[src/rtl/instr_reg_decode_pkg.sv]
// Shared RV64I decode definitions: base opcodes, immediate format codes and the canonical NOP.
// No logic here; imported by the instruction register, its bus interface and the immediate generator.
package riscv_pkg;

    localparam logic [6:0] OP_LOAD    = 7'b0000011;
    localparam logic [6:0] OP_STORE   = 7'b0100011;
    localparam logic [6:0] OP_BRANCH  = 7'b1100011;
    localparam logic [6:0] OP_JAL     = 7'b1101111;
    localparam logic [6:0] OP_JALR    = 7'b1100111;
    localparam logic [6:0] OP_LUI     = 7'b0110111;
    localparam logic [6:0] OP_AUIPC   = 7'b0010111;
    localparam logic [6:0] OP_OPIMM   = 7'b0010011;
    localparam logic [6:0] OP_OPIMM32 = 7'b0011011;
    localparam logic [6:0] OP_OP      = 7'b0110011;
    localparam logic [6:0] OP_OP32    = 7'b0111011;
    localparam logic [6:0] OP_SYSTEM  = 7'b1110011;

    // addi x0,x0,0
    localparam logic [31:0] NOP_INSTR = 32'h00000013;

    typedef enum logic [2:0] {
        FMT_R  = 3'd0,
        FMT_I  = 3'd1,
        FMT_S  = 3'd2,
        FMT_SB = 3'd3,
        FMT_U  = 3'd4,
        FMT_UJ = 3'd5
    } imm_fmt_e;

    function automatic logic opcode_supported(input logic [6:0] op);
        case (op)
            OP_LOAD, OP_STORE, OP_BRANCH, OP_JAL, OP_JALR, OP_LUI, OP_AUIPC,
            OP_OPIMM, OP_OPIMM32, OP_OP, OP_OP32, OP_SYSTEM: return 1'b1;
            default:                                         return 1'b0;
        endcase
    endfunction

endpackage

[src/rtl/instr_reg_decode_if.sv]
// Fetch handshake plus decoded-field bus between control unit (master) and instruction register (slave).
// Optional ILLEGAL_OPCODE_CHECK_EN adds the illegal_instr flag.
interface instr_reg_decode_if;
    import riscv_pkg::*;

    logic        fetch_req;
    logic [31:0] mem_data;
    logic        instr_ack;
    logic        busy;
    logic        instr_valid;
    logic [31:0] instr;
    logic [6:0]  opcode;
    logic [4:0]  rd;
    logic [2:0]  funct3;
    logic [4:0]  rs1;
    logic [4:0]  rs2;
    logic [6:0]  funct7;
    logic [63:0] imm;
    imm_fmt_e    imm_fmt;
`ifdef ILLEGAL_OPCODE_CHECK_EN
    logic        illegal_instr;
`endif

    modport master (
        output fetch_req, mem_data, instr_ack,
        input  busy, instr_valid, instr, opcode, rd, funct3, rs1, rs2, funct7, imm, imm_fmt
`ifdef ILLEGAL_OPCODE_CHECK_EN
        , input illegal_instr
`endif
    );

    modport slave (
        input  fetch_req, mem_data, instr_ack,
        output busy, instr_valid, instr, opcode, rd, funct3, rs1, rs2, funct7, imm, imm_fmt
`ifdef ILLEGAL_OPCODE_CHECK_EN
        , output illegal_instr
`endif
    );

endinterface

[src/rtl/instr_reg_decode_imm_gen.sv]
// Purely combinational RV64I immediate generator: 32-bit instruction in, 64-bit sign-extended immediate and format out.
// Zero latency, no handshake; unknown opcodes decode as R with a zero immediate.
module imm_gen
    import riscv_pkg::*;
(
    input  logic [31:0] instr_i,
    output logic [63:0] imm_o,
    output imm_fmt_e    imm_fmt_o
);

    always_comb begin
        imm_o     = '0;
        imm_fmt_o = FMT_R;
        case (instr_i[6:0])
            OP_LOAD, OP_OPIMM, OP_OPIMM32, OP_JALR, OP_SYSTEM: begin
                imm_o     = {{52{instr_i[31]}}, instr_i[31:20]};
                imm_fmt_o = FMT_I;
            end
            OP_STORE: begin
                imm_o     = {{52{instr_i[31]}}, instr_i[31:25], instr_i[11:7]};
                imm_fmt_o = FMT_S;
            end
            OP_BRANCH: begin
                imm_o     = {{52{instr_i[31]}}, instr_i[7], instr_i[30:25], instr_i[11:8], 1'b0};
                imm_fmt_o = FMT_SB;
            end
            OP_LUI, OP_AUIPC: begin
                imm_o     = {{32{instr_i[31]}}, instr_i[31:12], 12'b0};
                imm_fmt_o = FMT_U;
            end
            OP_JAL: begin
                imm_o     = {{44{instr_i[31]}}, instr_i[19:12], instr_i[20], instr_i[30:21], 1'b0};
                imm_fmt_o = FMT_UJ;
            end
            default: begin
                imm_o     = '0;
                imm_fmt_o = FMT_R;
            end
        endcase
    end

endmodule

[src/rtl/instr_reg_decode.sv]
// Instruction register: waits MEM_LATENCY edges after fetch_req, latches mem_data, holds it until instr_ack.
// Backpressure: fetch_req is ignored while busy or while an unacknowledged word is held. Optional ILLEGAL_OPCODE_CHECK_EN.
module instr_reg_decode
    import riscv_pkg::*;
#(
    parameter int unsigned MEM_LATENCY = 1,
    parameter logic [31:0] RESET_INSTR = NOP_INSTR
) (
    input  logic                clk_i,
    input  logic                rst_ni,
    instr_reg_decode_if.slave   bus
);

    if (MEM_LATENCY < 1) begin : g_bad_latency
        $error("instr_reg_decode: MEM_LATENCY must be >= 1");
    end

    localparam int unsigned     CNT_W    = $clog2(MEM_LATENCY + 1);
    localparam logic [CNT_W-1:0] CNT_LOAD = CNT_W'(MEM_LATENCY - 1);

    typedef enum logic [1:0] {
        S_IDLE  = 2'd0,
        S_WAIT  = 2'd1,
        S_VALID = 2'd2
    } state_e;

    state_e           state_q;
    logic [CNT_W-1:0] cnt_q;
    logic [31:0]      ir_q;
    logic             busy_q;
    logic             valid_q;
    logic [63:0]      imm;
    imm_fmt_e         imm_fmt;

    always_ff @(posedge clk_i or negedge rst_ni) begin
        if (!rst_ni) begin
            state_q <= S_IDLE;
            cnt_q   <= '0;
            ir_q    <= RESET_INSTR;
            busy_q  <= 1'b0;
            valid_q <= 1'b0;
        end else begin
            case (state_q)
                S_IDLE: begin
                    if (bus.fetch_req) begin
                        state_q <= S_WAIT;
                        cnt_q   <= CNT_LOAD;
                        busy_q  <= 1'b1;
                    end
                end
                S_WAIT: begin
                    if (cnt_q != '0) begin
                        cnt_q <= cnt_q - CNT_W'(1);
                    end else begin
                        ir_q    <= bus.mem_data;
                        state_q <= S_VALID;
                        busy_q  <= 1'b0;
                        valid_q <= 1'b1;
                    end
                end
                S_VALID: begin
                    // ack together with a new request chains straight into the next read
                    if (bus.instr_ack) begin
                        valid_q <= 1'b0;
                        if (bus.fetch_req) begin
                            state_q <= S_WAIT;
                            cnt_q   <= CNT_LOAD;
                            busy_q  <= 1'b1;
                        end else begin
                            state_q <= S_IDLE;
                        end
                    end
                end
                default: begin
                    state_q <= S_IDLE;
                    busy_q  <= 1'b0;
                    valid_q <= 1'b0;
                end
            endcase
        end
    end

`ifdef ILLEGAL_OPCODE_CHECK_EN
    logic illegal_q;

    always_ff @(posedge clk_i or negedge rst_ni) begin
        if (!rst_ni) begin
            illegal_q <= 1'b0;
        end else if (state_q == S_WAIT && cnt_q == '0) begin
            illegal_q <= !opcode_supported(bus.mem_data[6:0]) || (bus.mem_data[1:0] != 2'b11);
        end
    end

    assign bus.illegal_instr = illegal_q;
`endif

    imm_gen u_imm_gen (
        .instr_i   (ir_q),
        .imm_o     (imm),
        .imm_fmt_o (imm_fmt)
    );

    assign bus.busy        = busy_q;
    assign bus.instr_valid = valid_q;
    assign bus.instr       = ir_q;
    assign bus.opcode      = ir_q[6:0];
    assign bus.rd          = ir_q[11:7];
    assign bus.funct3      = ir_q[14:12];
    assign bus.rs1         = ir_q[19:15];
    assign bus.rs2         = ir_q[24:20];
    assign bus.funct7      = ir_q[31:25];
    assign bus.imm         = imm;
    assign bus.imm_fmt     = imm_fmt;

endmodule

[src/flat_wrapper.sv]
// flat-port wrapper written by rule: the top's interface ports become plain ports
module instr_reg_decode_flat import riscv_pkg::*;
#(
    parameter int unsigned MEM_LATENCY = 1,
    parameter logic [31:0] RESET_INSTR = NOP_INSTR
)
  (clk_i, rst_ni, bus_fetch_req, bus_mem_data, bus_instr_ack, bus_busy, bus_instr_valid, bus_instr, bus_opcode, bus_rd, bus_funct3, bus_rs1, bus_rs2, bus_funct7, bus_imm, bus_imm_fmt);
  instr_reg_decode_if bus_i ();
  input  logic clk_i;
  input  logic rst_ni;
  input wire logic [$bits(bus_i.fetch_req)-1:0] bus_fetch_req;
  input wire logic [$bits(bus_i.mem_data)-1:0] bus_mem_data;
  input wire logic [$bits(bus_i.instr_ack)-1:0] bus_instr_ack;
  output wire logic [$bits(bus_i.busy)-1:0] bus_busy;
  output wire logic [$bits(bus_i.instr_valid)-1:0] bus_instr_valid;
  output wire logic [$bits(bus_i.instr)-1:0] bus_instr;
  output wire logic [$bits(bus_i.opcode)-1:0] bus_opcode;
  output wire logic [$bits(bus_i.rd)-1:0] bus_rd;
  output wire logic [$bits(bus_i.funct3)-1:0] bus_funct3;
  output wire logic [$bits(bus_i.rs1)-1:0] bus_rs1;
  output wire logic [$bits(bus_i.rs2)-1:0] bus_rs2;
  output wire logic [$bits(bus_i.funct7)-1:0] bus_funct7;
  output wire logic [$bits(bus_i.imm)-1:0] bus_imm;
  output wire logic [$bits(bus_i.imm_fmt)-1:0] bus_imm_fmt;
  assign bus_i.fetch_req = bus_fetch_req;
  assign bus_i.mem_data = bus_mem_data;
  assign bus_i.instr_ack = bus_instr_ack;
  assign bus_busy = bus_i.busy;
  assign bus_instr_valid = bus_i.instr_valid;
  assign bus_instr = bus_i.instr;
  assign bus_opcode = bus_i.opcode;
  assign bus_rd = bus_i.rd;
  assign bus_funct3 = bus_i.funct3;
  assign bus_rs1 = bus_i.rs1;
  assign bus_rs2 = bus_i.rs2;
  assign bus_funct7 = bus_i.funct7;
  assign bus_imm = bus_i.imm;
  assign bus_imm_fmt = bus_i.imm_fmt;
  instr_reg_decode #(.MEM_LATENCY(MEM_LATENCY), .RESET_INSTR(RESET_INSTR)) u_core (.clk_i(clk_i), .rst_ni(rst_ni), .bus(bus_i));
endmodule
[config.mk]
export PLATFORM = sky130hd
export DESIGN_NAME = instr_reg_decode_flat
export DESIGN_NICKNAME = d
export VERILOG_FILES = /design/src/rtl/instr_reg_decode_pkg.sv /design/src/rtl/instr_reg_decode_if.sv /design/src/rtl/instr_reg_decode_imm_gen.sv /design/src/rtl/instr_reg_decode.sv /design/src/flat_wrapper.sv
export SDC_FILE = /design/constraint.sdc
export NUM_CORES = 1
export LEC_CHECK = 0
export ABC_AREA = 1
export CORE_ASPECT_RATIO = 0.8
export CORE_MARGIN = 2
export CORE_UTILIZATION = 38
export CTS_CLUSTER_DIAMETER = 60
export DETAILED_ROUTE_END_ITERATION = 8
export PLACE_DENSITY = 0.88
export SKIP_CTS_REPAIR_TIMING = 1
export SLEW_MARGIN = 15
export SYNTH_ARGS = -nofsm -noshare
export SYNTH_HDL_FRONTEND = slang
export SYNTH_SLANG_ARGS = --single-unit
[constraint.sdc]
create_clock -name clk_i -period 8.6 [get_ports clk_i]
set_clock_uncertainty 0.15 [all_clocks]
set_input_delay 1.72 -clock clk_i [delete_from_list [all_inputs] [get_ports clk_i]]
set_output_delay 1.72 -clock clk_i [all_outputs]
set_load 0.03 [all_outputs]
==> results.sh <==
export IMPL_crit_arrival_ps=3660
export IMPL_fill_cells=528
export IMPL_hold_depth=2
export IMPL_worst_r2r_setup_slack_ps=6800
export IMPL_grt_pass1_wl_um=10600
export IMPL_worstHoldPathType="flip-flop to flip-flop"
export IMPL_layout_drive_gt1_share_pct=11.4
export IMPL_path_common_cell="nor2_1"
export IMPL_worst_pin_slew_ps=992
export IMPL_maxCapViolations=0
export IMPL_period_share_pct=64.3
export IMPL_synth_warning_count=0
export IMPL_p_switching_mw=0.720
export IMPL_slowest_delay_ps=840
export IMPL_clockBufferDepth=2
export IMPL_grt_usage_pct=19.4
export IMPL_num_vias=2217
export IMPL_finalHoldViolCount=0
export IMPL_fp_dieH_um=75.2
export IMPL_synth_top_area_share_pct=34.3
export IMPL_cts_tree="done"
export IMPL_ir_drop_v=0.000196
export IMPL_syn_nets=320
export IMPL_syn2layout_area_growth_pct=56.1
export IMPL_pwr_share_seq_pct=23.1
export IMPL_die_w_um=93.0
export IMPL_synth_top_cell_by_area="dfrtp_1"
export IMPL_syn_area_per_cell_um2=8.48
export IMPL_io_buffers=168
export IMPL_hp_start="u_core.bus.instr_valid"
export IMPL_nets=422
export IMPL_utilization_pct=62.6
export IMPL_swShare_pct=50.4
export IMPL_dr_pass1_iters=4
export IMPL_period_needed_ps=5530
export IMPL_fin_hold_ws_ps=363
export IMPL_io_pins=169
export IMPL_vias_per_cell=4.74
export IMPL_combPwrFrac_pct=66.4
export IMPL_p_leak_nw=1.68
export IMPL_htreeDepth=2
export IMPL_tns_ps=0
export IMPL_status="completed"
export IMPL_synth_ff_latch_count=36
export IMPL_holdPathEnd="u_core.bus.instr_valid"
export IMPL_ys_seq_area_share_pct=37.6
export IMPL_wl_um=7000
export IMPL_dp_hpwl_um=5360
export IMPL_routedWlPerCell_um=15.0
export IMPL_antenna_cells=0
export IMPL_clockRootBuffer="clkbuf_8"
export IMPL_cp_end_kind="primary output"
export IMPL_final_cell_area_mm2=0.00376
export IMPL_route_detailed_drc=0
export IMPL_relSlewSlack_pct=33.8
export IMPL_crit_family="simple AND/OR/NAND/NOR gates"
export IMPL_slowest_stage="clkdlybuf4s50_1"
export IMPL_drt_iter0_drc=96
export IMPL_place_area_mm2=0.00365
export IMPL_power_density_mw_per_mm2=380
export IMPL_crit_chain="inv_1 > nor2_1 > nand2_1 > nand3_1 > nor2_1 > nor2_2 > clkdlybuf4s50_1"
export IMPL_setup_violations=0
export IMPL_core_area_mm2=0.00601
export IMPL_mappedNetlistArea_mm2=0.00241
export IMPL_cts_sinks=36
export IMPL_path_class="flip-flop to primary output"
export IMPL_cp_num_buf_inv=2
export IMPL_required_ps=6730
export IMPL_antenna_left=0
export IMPL_ys_top_cells_by_area="dfrtp_1, buf_4, mux2_2"
export IMPL_cp_start_kind="flip-flop"
export IMPL_clk_latency_ps=290
export IMPL_syn_instance_count=284
export IMPL_place_gp_congestion=0.868
export IMPL_grt_pass1_vias=2162
export IMPL_dieArea_mm2=0.00700
export IMPL_antenna_found_initial=0
export IMPL_cts_clk_slew_worst_paths_ps=80
export IMPL_clkPwrFrac_pct=10.4
export IMPL_grt_max_degree=46
export IMPL_start_util_pct=40.1
export IMPL_rr_worst_depth=2
export IMPL_rr_endpoint="u_core.bus.instr[24]"
export IMPL_grt_overflow=0
export IMPL_numCtsBuffers=5
export IMPL_finalMaxSlewViolations=0
export IMPL_p_int_mw=0.707
export IMPL_rsz0062_at_grt="false"
export IMPL_path_max_fanout=33
export IMPL_fmax_mhz=181
export IMPL_ys_types=24
export IMPL_rows=25
export IMPL_r2r_start="u_core.state_q[0]"
cells in the final DEF (no fill, tap or decap), types with 2 or more instances in the layout:
master / count
nand3_1: 42
nand3_2: 3
dfstp_2: 3
nor2_2: 2
a21oi_1: 12
mux2_2: 20
clkdlybuf4s50_1: 167
nand2_1: 33
o21ai_0: 4
inv_1: 18
nor2_1: 28
clkbuf_8: 5
nand2_2: 5
dfrtp_1: 33
per-layer routing:
layer	wire [um]	vias to the layer above	track usage [%]	part of all wire (%)
met5	0	-	0	0
met4	88	0	5.88	1.3
met3	490	9	4.90	7.0
met2	3350	103	33.0	48
met1	3070	1045	24.9	44
li1	-	1060	-	-
cells in the mapped netlist:
cell type,number
nand3b_1,1
nand2_2,5
nand3_4,1
dfrtp_1,33
o21bai_1,1
dfstp_2,3
buf_4,65
nor3b_1,1
nand3_2,3
buf_6,2
nor2_8,1
nor3_1,1
nand4_1,1
nand2_4,1
nor2_2,1
nand2_1,33
mux2_2,20
inv_1,18
buf_2,4
o21ai_0,4
a21oi_1,12
nor2_1,29
nand3_1,42
clkbuf_1,2
metrics by stage:
stage / setup WS (ps) / total power [mW] / std cells
CTS: 3030 / 1.44 / 468
global placement: 3560 / 1.27 / 460
floorplan: 3680 / 0.979 / 284
detailed placement: 3360 / 1.28 / 460
finish: 3070 / 1.43 / 468
global route: 2770 / 1.49 / 468
worst max path at each step:
stage                                    from           to  cells past startpoint
final                     u_core.bus.instr[4]  bus_imm[47]                      7
after global routing      u_core.bus.instr[4]  bus_imm[45]                      7
after CTS                 u_core.bus.instr[1]  bus_imm[35]                      7
after detailed placement  u_core.bus.instr[1]  bus_imm[35]                      7
after global placement    u_core.bus.instr[1]  bus_imm[38]                      7
after floorplan           u_core.bus.instr[0]  bus_imm[32]                      7
power groups by stage:
| stage | Sequential, mW | Clock (mW) | Combinational, mW |
|---|---|---|---|
| after global routing | 0.343 | 0.159 | 0.991 |
| after floorplan | 0.435 | 0 | 0.544 |
| final | 0.330 | 0.149 | 0.948 |
| after CTS | 0.331 | 0.151 | 0.955 |
| after detailed placement | 0.332 | 0 | 0.952 |
| after global placement | 0.328 | 0 | 0.942 |
registers in the layout, summed over array words and instances (netlist names):
name / flops
u_core.bus.instr_valid: 1
u_core.bus.instr: 32
u_core.bus.busy: 1
u_core.state_q: 2
area by class of cell:
type                    instances  area [um^2]  area share, %
clock buffers                   6         72.6           1.93
clock inverters                 2         35.0          0.932
inverters                      18         67.6           1.80
multi-input cells             157          901           24.0
flip-flops and latches         36          905           24.1
well taps                      81          101           2.70
repair buffers                168         1680           44.6
worst reg2reg max path: cells and delay by family, from the launching register on:
kind	cells	cell delay (ps)
muxes	1	420
DFF	1	440
and+or+nand+nor	1	680
cell families after synthesis:
group,Yosys count,synth area share (%)
AO/OA/AOI/OAI,17,3.64
buffers and inverters,91,25.1
flip-flops,36,37.6
multiplexers,20,9.35
AND/OR/NAND/NOR,120,24.3
No activity file was read; power rests on OpenSTA's default activity.
